**config.mk**
```make
export PLATFORM = sky130hd
export DESIGN_NAME = gnn_result_collector
export DESIGN_NICKNAME = d
export VERILOG_FILES = /design/src/rtl/gnn_pkg.sv /design/src/rtl/gnn_slot_reg.sv /design/src/rtl/gnn_result_collector.sv
export SDC_FILE = /design/constraint.sdc
export NUM_CORES = 1
export LEC_CHECK = 0
export ABC_AREA = 1
export ABC_CLOCK_PERIOD_IN_PS = 2400
export CORE_MARGIN = 1
export CORE_UTILIZATION = 48
export CTS_BUF_LIST = sky130_fd_sc_hd__clkbuf_4
export CTS_CLUSTER_DIAMETER = 60
export DETAILED_ROUTE_END_ITERATION = 8
export GPL_TIMING_DRIVEN = 0
export PLACE_DENSITY = 0.84
export RECOVER_POWER = 100
export SLEW_MARGIN = 20
export SYNTH_ARGS = -nofsm -noshare
export SYNTH_HDL_FRONTEND = slang
export SYNTH_HIERARCHICAL = 1
export SYNTH_SLANG_ARGS = --single-unit
```
**constraint.sdc**
```tcl
create_clock -name clk -period 2.4 [get_ports clk]
set_clock_uncertainty 0.1 [all_clocks]
set_input_delay 0.48 -clock clk [delete_from_list [all_inputs] [get_ports clk]]
set_output_delay 0.48 -clock clk [all_outputs]
set_load 0.01 [all_outputs]
```
**src/rtl/gnn_pkg.sv**
```systemverilog
// Shared types for the GNN result collector.
// Slot s = 2*node + out_idx.
package gnn_pkg;

  localparam int NUM_NODES = 4;
  localparam int NUM_OUTS  = 2;
  localparam int NUM_SLOTS = NUM_NODES * NUM_OUTS;

  typedef logic [2:0] slot_idx_t;

  typedef enum logic {
    COLLECT = 1'b0,
    STREAM  = 1'b1
  } coll_state_t;

endpackage

```
**src/rtl/gnn_slot_reg.sv**
```systemverilog
// One result slot: rise detect, data hold, valid bit.
// Flags an overflow for a rise it cannot accept.
module gnn_slot_reg #(
  parameter int W = 21
) (
  input  logic         clk,
  input  logic         rst_n,
  input  logic [W-1:0] d,
  input  logic         rdy,
  input  logic         collect,
  input  logic         kill,
  input  logic         clr,
  output logic [W-1:0] q,
  output logic         valid,
  output logic         cap,
  output logic         ovf
);

  logic rdy_q;
  logic rise;

  assign rise = rdy & ~rdy_q;
  assign cap  = rise & ~valid & collect & ~kill;
  assign ovf  = rise & (valid | ~collect);

  always_ff @(posedge clk or negedge rst_n) begin
    if (!rst_n) begin
      rdy_q <= 1'b0;
      valid <= 1'b0;
      q     <= '0;
    end else begin
      rdy_q <= rdy;
      if (clr) begin
        valid <= 1'b0;
      end else if (cap) begin
        valid <= 1'b1;
        q     <= d;
      end
    end
  end

endmodule

```
**src/rtl/gnn_result_collector.sv**
```systemverilog
// Collects eight GNN output words and streams them
// as one frame over valid/ready.
module gnn_result_collector
  import gnn_pkg::*;
#(
  parameter int OUT_WIDTH      = 21,
  parameter int TIMEOUT_CYCLES = 64
) (
  input  logic                                clk,
  input  logic                                rst_n,
  input  logic [NUM_SLOTS-1:0][OUT_WIDTH-1:0] res_data,
  input  logic [NUM_SLOTS-1:0]                res_ready,
  output logic [OUT_WIDTH-1:0]                m_data,
  output logic [2:0]                          m_slot,
  output logic                                m_last,
  output logic                                m_valid,
  input  logic                                m_ready,
  output logic                                frame_done,
  output logic                                overflow_err,
  output logic                                timeout_err,
  input  logic                                err_clr
);

  localparam int CNT_W = $clog2(TIMEOUT_CYCLES);

  coll_state_t state;
  logic [CNT_W-1:0] cnt;

  logic [NUM_SLOTS-1:0][OUT_WIDTH-1:0] slot_q;
  logic [NUM_SLOTS-1:0] valid;
  logic [NUM_SLOTS-1:0] cap;
  logic [NUM_SLOTS-1:0] ovf;

  logic collect;
  logic tmo;
  logic last_acc;
  logic clr;
  logic full;

  assign collect  = (state == COLLECT);
  assign tmo      = collect & (|valid) &
                    (cnt == CNT_W'(TIMEOUT_CYCLES - 1));
  assign last_acc = ~collect & m_valid & m_ready & m_last;
  assign clr      = tmo | last_acc;
  assign full     = &(valid | cap);

  assign m_data = m_valid ? slot_q[m_slot] : '0;

  for (genvar s = 0; s < NUM_SLOTS; s++) begin : g_slot
    gnn_slot_reg #(.W(OUT_WIDTH)) u_slot (
      .clk     (clk),
      .rst_n   (rst_n),
      .d       (res_data[s]),
      .rdy     (res_ready[s]),
      .collect (collect),
      .kill    (tmo),
      .clr     (clr),
      .q       (slot_q[s]),
      .valid   (valid[s]),
      .cap     (cap[s]),
      .ovf     (ovf[s])
    );
  end

  always_ff @(posedge clk or negedge rst_n) begin
    if (!rst_n) begin
      state      <= COLLECT;
      cnt        <= '0;
      m_valid    <= 1'b0;
      m_last     <= 1'b0;
      m_slot     <= '0;
      frame_done <= 1'b0;
    end else begin
      frame_done <= 1'b0;
      unique case (state)
        COLLECT: begin
          if (tmo || (|cap) || ~(|valid)) begin
            cnt <= '0;
          end else begin
            cnt <= cnt + CNT_W'(1);
          end
          if (full && !tmo) begin
            state   <= STREAM;
            m_valid <= 1'b1;
            m_slot  <= '0;
            m_last  <= 1'b0;
            cnt     <= '0;
          end
        end
        STREAM: begin
          if (m_valid && m_ready) begin
            if (m_last) begin
              state      <= COLLECT;
              m_valid    <= 1'b0;
              m_last     <= 1'b0;
              m_slot     <= '0;
              frame_done <= 1'b1;
            end else begin
              m_slot <= m_slot + 3'd1;
              m_last <= (m_slot == 3'd6);
            end
          end
        end
      endcase
    end
  end

  // Setting an error beats a same-cycle clear.
  always_ff @(posedge clk or negedge rst_n) begin
    if (!rst_n) begin
      overflow_err <= 1'b0;
      timeout_err  <= 1'b0;
    end else begin
      if (|ovf)         overflow_err <= 1'b1;
      else if (err_clr) overflow_err <= 1'b0;
      if (tmo)          timeout_err  <= 1'b1;
      else if (err_clr) timeout_err  <= 1'b0;
    end
  end

endmodule

```
---- Word level (Yosys, flattened, before mapping) ----
Cells that the tools add are included.
word-level totals
  register bits after elaboration ......... 199
  output and inout port bits .............. 29
operators by class
  add/sub/neg operators ................... 2
  $lt $le $gt $ge ......................... 1
  eq/ne operators ......................... 5
  muxes and demuxes ....................... 43
  bitwise gates (word level) .............. 75
  reductions and logical operators ........ 29
operators with widths
  operator                                                    count
  binary-select mux 21 bit (select 3 bit)                     1
  bitwise AND 1 bit                                           45
  2-to-1 mux 21 bit                                           2
  2-to-1 mux 1 bit                                            31
  OR reduction 8 bit                                          3
  NOT 1 bit                                                   20
  nonzero test 2 bit                                          10
  AND reduction 2 bit                                         9
  2-to-1 mux 6 bit                                            2
  2-to-1 mux 3 bit                                            3
  bitwise OR 1 bit                                            9
  bitwise OR 8 bit                                            1
  AND reduction 8 bit                                         1
  adder 6 x 1 -> 6 bit, second input constant                 1
  == test 6 bit, second input constant                        1
  case mux 1 bit (2 select lines)                             3
  case mux 3 bit (2 select lines)                             1
  less-than comparator 3 x 4 -> 1 bit, second input constant  1
  != test 2 x 1 -> 1 bit, second input constant               2
  adder 3 x 1 -> 3 bit, second input constant                 1
  == test 3 bit, second input constant                        1
  AND reduction 3 bit                                         1
  logical AND 1 bit                                           2
  logical OR 1 bit                                            2
  other kinds (2)                                             2

---- Logic depth before layout (Yosys ltp) ----
  word-level depth ........................ 10
  depth in mapped cells ................... 14
  gate-level depth less buffers ........... 14

---- By module ----
The synthesis kept the hierarchy.
modules (own cells, without submodules)
  module                times used  cells an instance  area each (µm²)  seq. area each (µm²)
  gnn_slot_reg          8           105                978.4            575.6
  gnn_result_collector  1           464                2,476.1          375.4

---- Worst setup path before layout ----
OpenSTA, ideal clock, no wires.
  path kind ............................... reg2reg
  start ................................... register cnt[0]
  end ..................................... register cnt[0]
  arrival time ............................ 2.312 ns
  data required time ...................... 2.235 ns
  slack ................................... -0.076 ns
  stages on the path, launching flop included .. 14
  buffers on the path ..................... 0
  period minus slack after synthesis ...... 2.476 ns
  path through ............................ dfrtp_1 > ha_1 > nand3_1 > nor2_1 > nand2_1 > inv_1 > nor3_1 > nor2_1 > nand2_1 > nor2_1 > nand3_1 > nor2_1 > nand3_1 > nand2_1
between the ends
  word-level cells in the longest chain between the ends .. 9
  elaborated cells between the ends (all ways) .. 21
RTL lines
  what                            line                        text
  start: declaration              gnn_result_collector.sv:27  logic [CNT_W-1:0] cnt;
  start signal: assignment        gnn_result_collector.sv:80  cnt <= cnt + CNT_W'(1);
  == test 6 bit *                 gnn_result_collector.sv:42  (cnt == CNT_W'(TIMEOUT_CYCLES - 1));
  bitwise AND 1 bit *             gnn_result_collector.sv:41  assign tmo = collect & (|valid) &
  named net tmo                   gnn_result_collector.sv:35  logic tmo;
  NOT 1 bit *                     gnn_slot_reg.sv:23          assign cap = rise & ~valid & collect & ~kill;
  bitwise AND 1 bit *             gnn_slot_reg.sv:23
  named net cap[7]                gnn_result_collector.sv:31  logic [NUM_SLOTS-1:0] cap;
  OR reduction 8 bit              gnn_result_collector.sv:77  if (tmo || (|cap) || ~(|valid)) begin
  logical OR 1 bit (2 in series)  gnn_result_collector.sv:77
  2-to-1 mux 6 bit                gnn_result_collector.sv:77
  2-to-1 mux 6 bit *              gnn_result_collector.sv:82  if (full && !tmo) begin
The timed path passes the listed nets; every way through them passes the cells marked *.
A chain may end at the register's enable or synchronous reset.

---- Worst setup path in the final report ----
  start ................................... register m_slot[0]
  end ..................................... output port m_data[18]
between the ends
  word-level cells in the longest chain between the ends .. 3
RTL lines
  what                                     line                        text
  start: declaration                       gnn_result_collector.sv:14  output logic [2:0] m_slot,
  start signal: assignment                 gnn_result_collector.sv:99  m_slot <= m_slot + 3'd1;
  binary-select mux 21 bit (select 3 bit)  gnn_result_collector.sv:47  assign m_data = m_valid ? slot_q[m_slot] : '0;
  2-to-1 mux 21 bit (implied by the code)  gnn_result_collector.sv:47
  2-to-1 mux 21 bit                        gnn_result_collector.sv:47
  end: declaration                         gnn_result_collector.sv:13  output logic [OUT_WIDTH-1:0] m_data,
No other way between the ends. The select of a mux whose other input is x is not followed.

==> run summary <==
In this run the worst setup path begins at m_slot[0]. The die area is 22100 um2. The pre-antenna-repair detailed-routing pass consisted of 8 iterations. The share of post-route cells with drive strength above 1 is 0.209. The post-detailed-route via-to-cell ratio is 5.94. The last weighted congestion value of the routability-driven placer is 0.924.

The number of inserted filler cells in the final layout is 1599. After clock tree synthesis, the clock-pin slew on the worst setup and hold paths is 180 ps. The Yosys warning count came out at 6. In this run the vertical extent of the chip is 149 um. In this run, synthesis inferred 0 flip-flops with an integrated enable.

Of all nets on the critical path, the largest fanout is 9. The remaining antenna violation count after routing came out at 0. The number of cell instances on the worst register-to-register path came out at 11. The initial detailed-routing violation count is 1344.

The cell area that synthesis handed to floorplanning was 10300 um2. The instance count after placement with tap cells included is 1789. TritonCTS built the clock tree. The placement-stage cell area is 12800 um2. The max-slew violation count is 0. Setup repair after global routing could not meet its margin everywhere.

The number of instances in the synthesized netlist is 1304. In the synthesized netlist the dominant register cell turns out to be dfrtp_1. The final clock period utilization by the worst path came out at 1.20. The fraction of power consumed by sequential logic came out at 0.596. Synthesis inferred 199 register bits. The signal on the critical path passes through inv_4 > buf_12 > buf_8 > nor2_1 > o211ai_1 > nand2_1 > nor2_2 > buf_2. Clock tree synthesis selected as its root buffer the cell clkbuf_4. The worst reg-to-reg setup slack is -280 ps. 209 I/O pins were placed. The worst setup path is of the reg -> out kind. For this run the aggregate overflow at the end of global routing stands at 0. The H-tree was split into 4 levels. The number of clock buffers inserted by TritonCTS is 17. Setup violations remaining at the end of the flow were counted as 199. The combinational power share came out at 0.084. The number of cell rows is 53. For this block, the routed nets add up to 35400 um of wire. The distinct cell type count after synthesis came out at 29. The peak supply drop came out at 0.000270 V. The core area came out at 21000 um2. The total count of hold-check failures in the final report is 0.

The horizontal extent of the die is 149 um. STA puts the critical path data arrival time at 2300 ps. The count of unresolved DRC violations after routing is 0.

The total power per unit cell area is 405 nW/um2. Once layout is done, the placed cells without fillers occupy 13900 um2. The post-synth net total came out at 1487. The via count of the first global-routing pass came out at 10300. The clock latency reported for the late side of the worst-skew pair came out at 630 ps. The final-layout setup total negative slack came out at -34760 ps. The critical path data required time came out at 1820 ps. The max-capacitance violation count is 0. Across all setup checks in the final design, the least slack found is -476 ps. The most critical setup path has its endpoint at m_data[18]. The flow ran to the end, but the final reports show violations. The synthesis-to-layout area growth is 35.2%. The global routing usage summed across all routing layers came out at 0.315. Once detailed placement completed, the half-perimeter wirelength came to 25100 um. In the final design database the tool counted 1742 nets. The average wire per cell in the routed design came out at 19.2 um. The final design utilization is 0.663.

The number of vias in the routed layout came out at 11000. The classification of the worst-slack hold path is in -> reg. The share of power burned in the clock network came out at 0.320. The final reports fail on negative setup slack. The post-route non-filler standard cell count is 1848. The endpoint type of the worst setup path is a primary output.

The initial antenna violation count came to 2. The maximum number of pins on one net before global-route repair is 93. The count of buffers added on input and output ports is 208.

The net switching power is 1.45 mW. The share of the Yosys chip area taken by registers is 0.483. The delay of the slowest cell on the worst path is 510 ps. In this run the critical register-to-register path is captured at g_slot[5].u_slot/q[14]. The startpoint identified for the worst register-to-register timing path is state. The first-pass GRT wire length came out at 52800 um. The critical-path cell with the highest stage delay is dfrtp_2.

The leakage power came out at 6.87 nW. The starting density of the core came out at 0.490. The switching share of power came out at 0.257. The number of buffers on the longest clock path is 2.

The transition time of the tightest slew-check pin came out at 1050 ps. The synthesized area per cell came out at 7.90 um2. The element type at the critical path start is a register. The proportion of register bits with asynchronous set or reset after synthesis came out at 1.00.

In this run the tightest slew margin relative to its limit is 0.303. The clock period minus final worst setup slack came out at 2880 ps. The top achievable clock speed came out at 348 MHz. The internal portion of total power came out at 4.19 mW. For this design, the sink count on the clock tree is 199.
## power by group through the flow
stage	combinational (mW)	sequential [mW]	clock (mW)
after global placement	0.464	3.43	0
after CTS	0.482	3.37	1.80
after detailed placement	0.479	3.43	0
after floorplan	0.0589	3.43	0
after global routing	0.502	3.37	1.94
final	0.473	3.37	1.81
## how the worst min path moves through the flow
stage / startpoint / to / depth (start not counted) / slack [ps]
2_1_floorplan: rst_n / cnt[0] / 0 / 80
4_1_cts: rst_n / g_slot[4].u_slot/rdy_q / 2 / 130
3_3_place_gp: g_slot[6].u_slot/q[3] / g_slot[6].u_slot/q[3] / 2 / 350
5_1_grt: res_data[56] / g_slot[2].u_slot/q[14] / 3 / 290
3_5_place_dp: rst_n / g_slot[4].u_slot/q[11] / 1 / 220
6_report: res_data[98] / g_slot[4].u_slot/q[14] / 3 / 300
## cells in the final DEF (no fill, tap or decap), drive strengths merged
master,instances
nand2,404
dfrtp,199
nor2,191
clkdlybuf4s50,172
nand4,170
buf,120
o21ai,93
inv,61
clkbuf,46
nand3,25
o211ai,22
o22ai,21
dlygate4sd3,14
a21oi,9
nor3,8
clkinv,4
xor2,3
ha,3
clkinvlp,2
nor4,2
diode,1
xnor2,1
bufinv,1
dlygate4sd2,1
## timing repair
| item | 4_1_cts | 5_1_grt |
|---|---|---|
| endpoints found under the setup margin | 209 | 98 |
| pin swaps | 47 | 49 |
| cloned | 4 | 2 |
| gates resized for setup | 200 | 108 |
| setup buffers | 17 | 6 |
| hold endpoints to repair | 199 | 0 |
| hold buffers | 1 | 0 |
## stage by stage
stage               hold WS (ps)  total power, mW  setup WS [ps]
floorplan                   84.4             3.49           6.30
global placement             348             3.89          -7420
detailed placement           221             3.91           -394
CTS                          129             5.65           -430
global route                 292             5.81           -518
finish                       299             5.65           -476
## cell families after synthesis
family          count (synthesis)  synth area share
flops                         199             0.483
fa+ha+maj                       3           0.00364
xor+xnor                        4           0.00340
compound gates                145            0.0783
simple gates                  800             0.351
buf+inv                       153            0.0803
## cells in the mapped netlist (9+ instances only)
cell type / instances / area, um2
dfrtp_1: 199 / 4980
buf_6: 21 / 236
o21ai_1: 34 / 170
inv_2: 9 / 33.8
nand4_1: 170 / 1060
nand2_1: 395 / 1480
inv_1: 44 / 165
o211ai_1: 22 / 165
o22ai_1: 21 / 131
nand3_1: 17 / 85.1
clkbuf_1: 26 / 97.6
nand2_2: 9 / 56.3
a21oi_1: 9 / 45.0
o21ai_0: 59 / 295
buf_2: 42 / 210
nor2_1: 175 / 657
## sequential cells by signal, indices dropped and copies added, names as in the netlist
register	count
cnt	6
frame_done	1
g_slot.u_slot/q	168
g_slot.u_slot/rdy_q	8
g_slot.u_slot/valid	8
m_last	1
m_slot	3
m_valid	1
overflow_err	1
state	1
timeout_err	1
## critical path: cells and delay by family (launching register included)
kind                   cells  cell delay, ps
DFF                        1             510
and+or+nand+nor            3             390
AOI/OAI and AO/OA          1             200
buffers and inverters      4             570
## final cells by class
class | instances | area (um2) | share of cell area
Buffer | 97 | 753 | 0.0541
Clock inverter | 14 | 140 | 0.0101
Inverter | 54 | 225 | 0.0162
Clock buffer | 18 | 135 | 0.00970
Sequential cell | 199 | 4980 | 0.358
Multi-Input combinational cell | 952 | 5000 | 0.359
Timing Repair Buffer | 238 | 2350 | 0.169
Tap cell | 275 | 344 | 0.0247
Antenna cell | 1 | 2.50 | 0.000180
## metal layers
layer,global-route usage,up-vias,wire (um)
li1,-,4897,-
met1,0.417,5183,13500
met2,0.494,720,16400
met3,0.0583,181,3610
met4,0.162,0,1880
met5,0,-,0
Note: power is estimated with default switching activity, not from simulation.
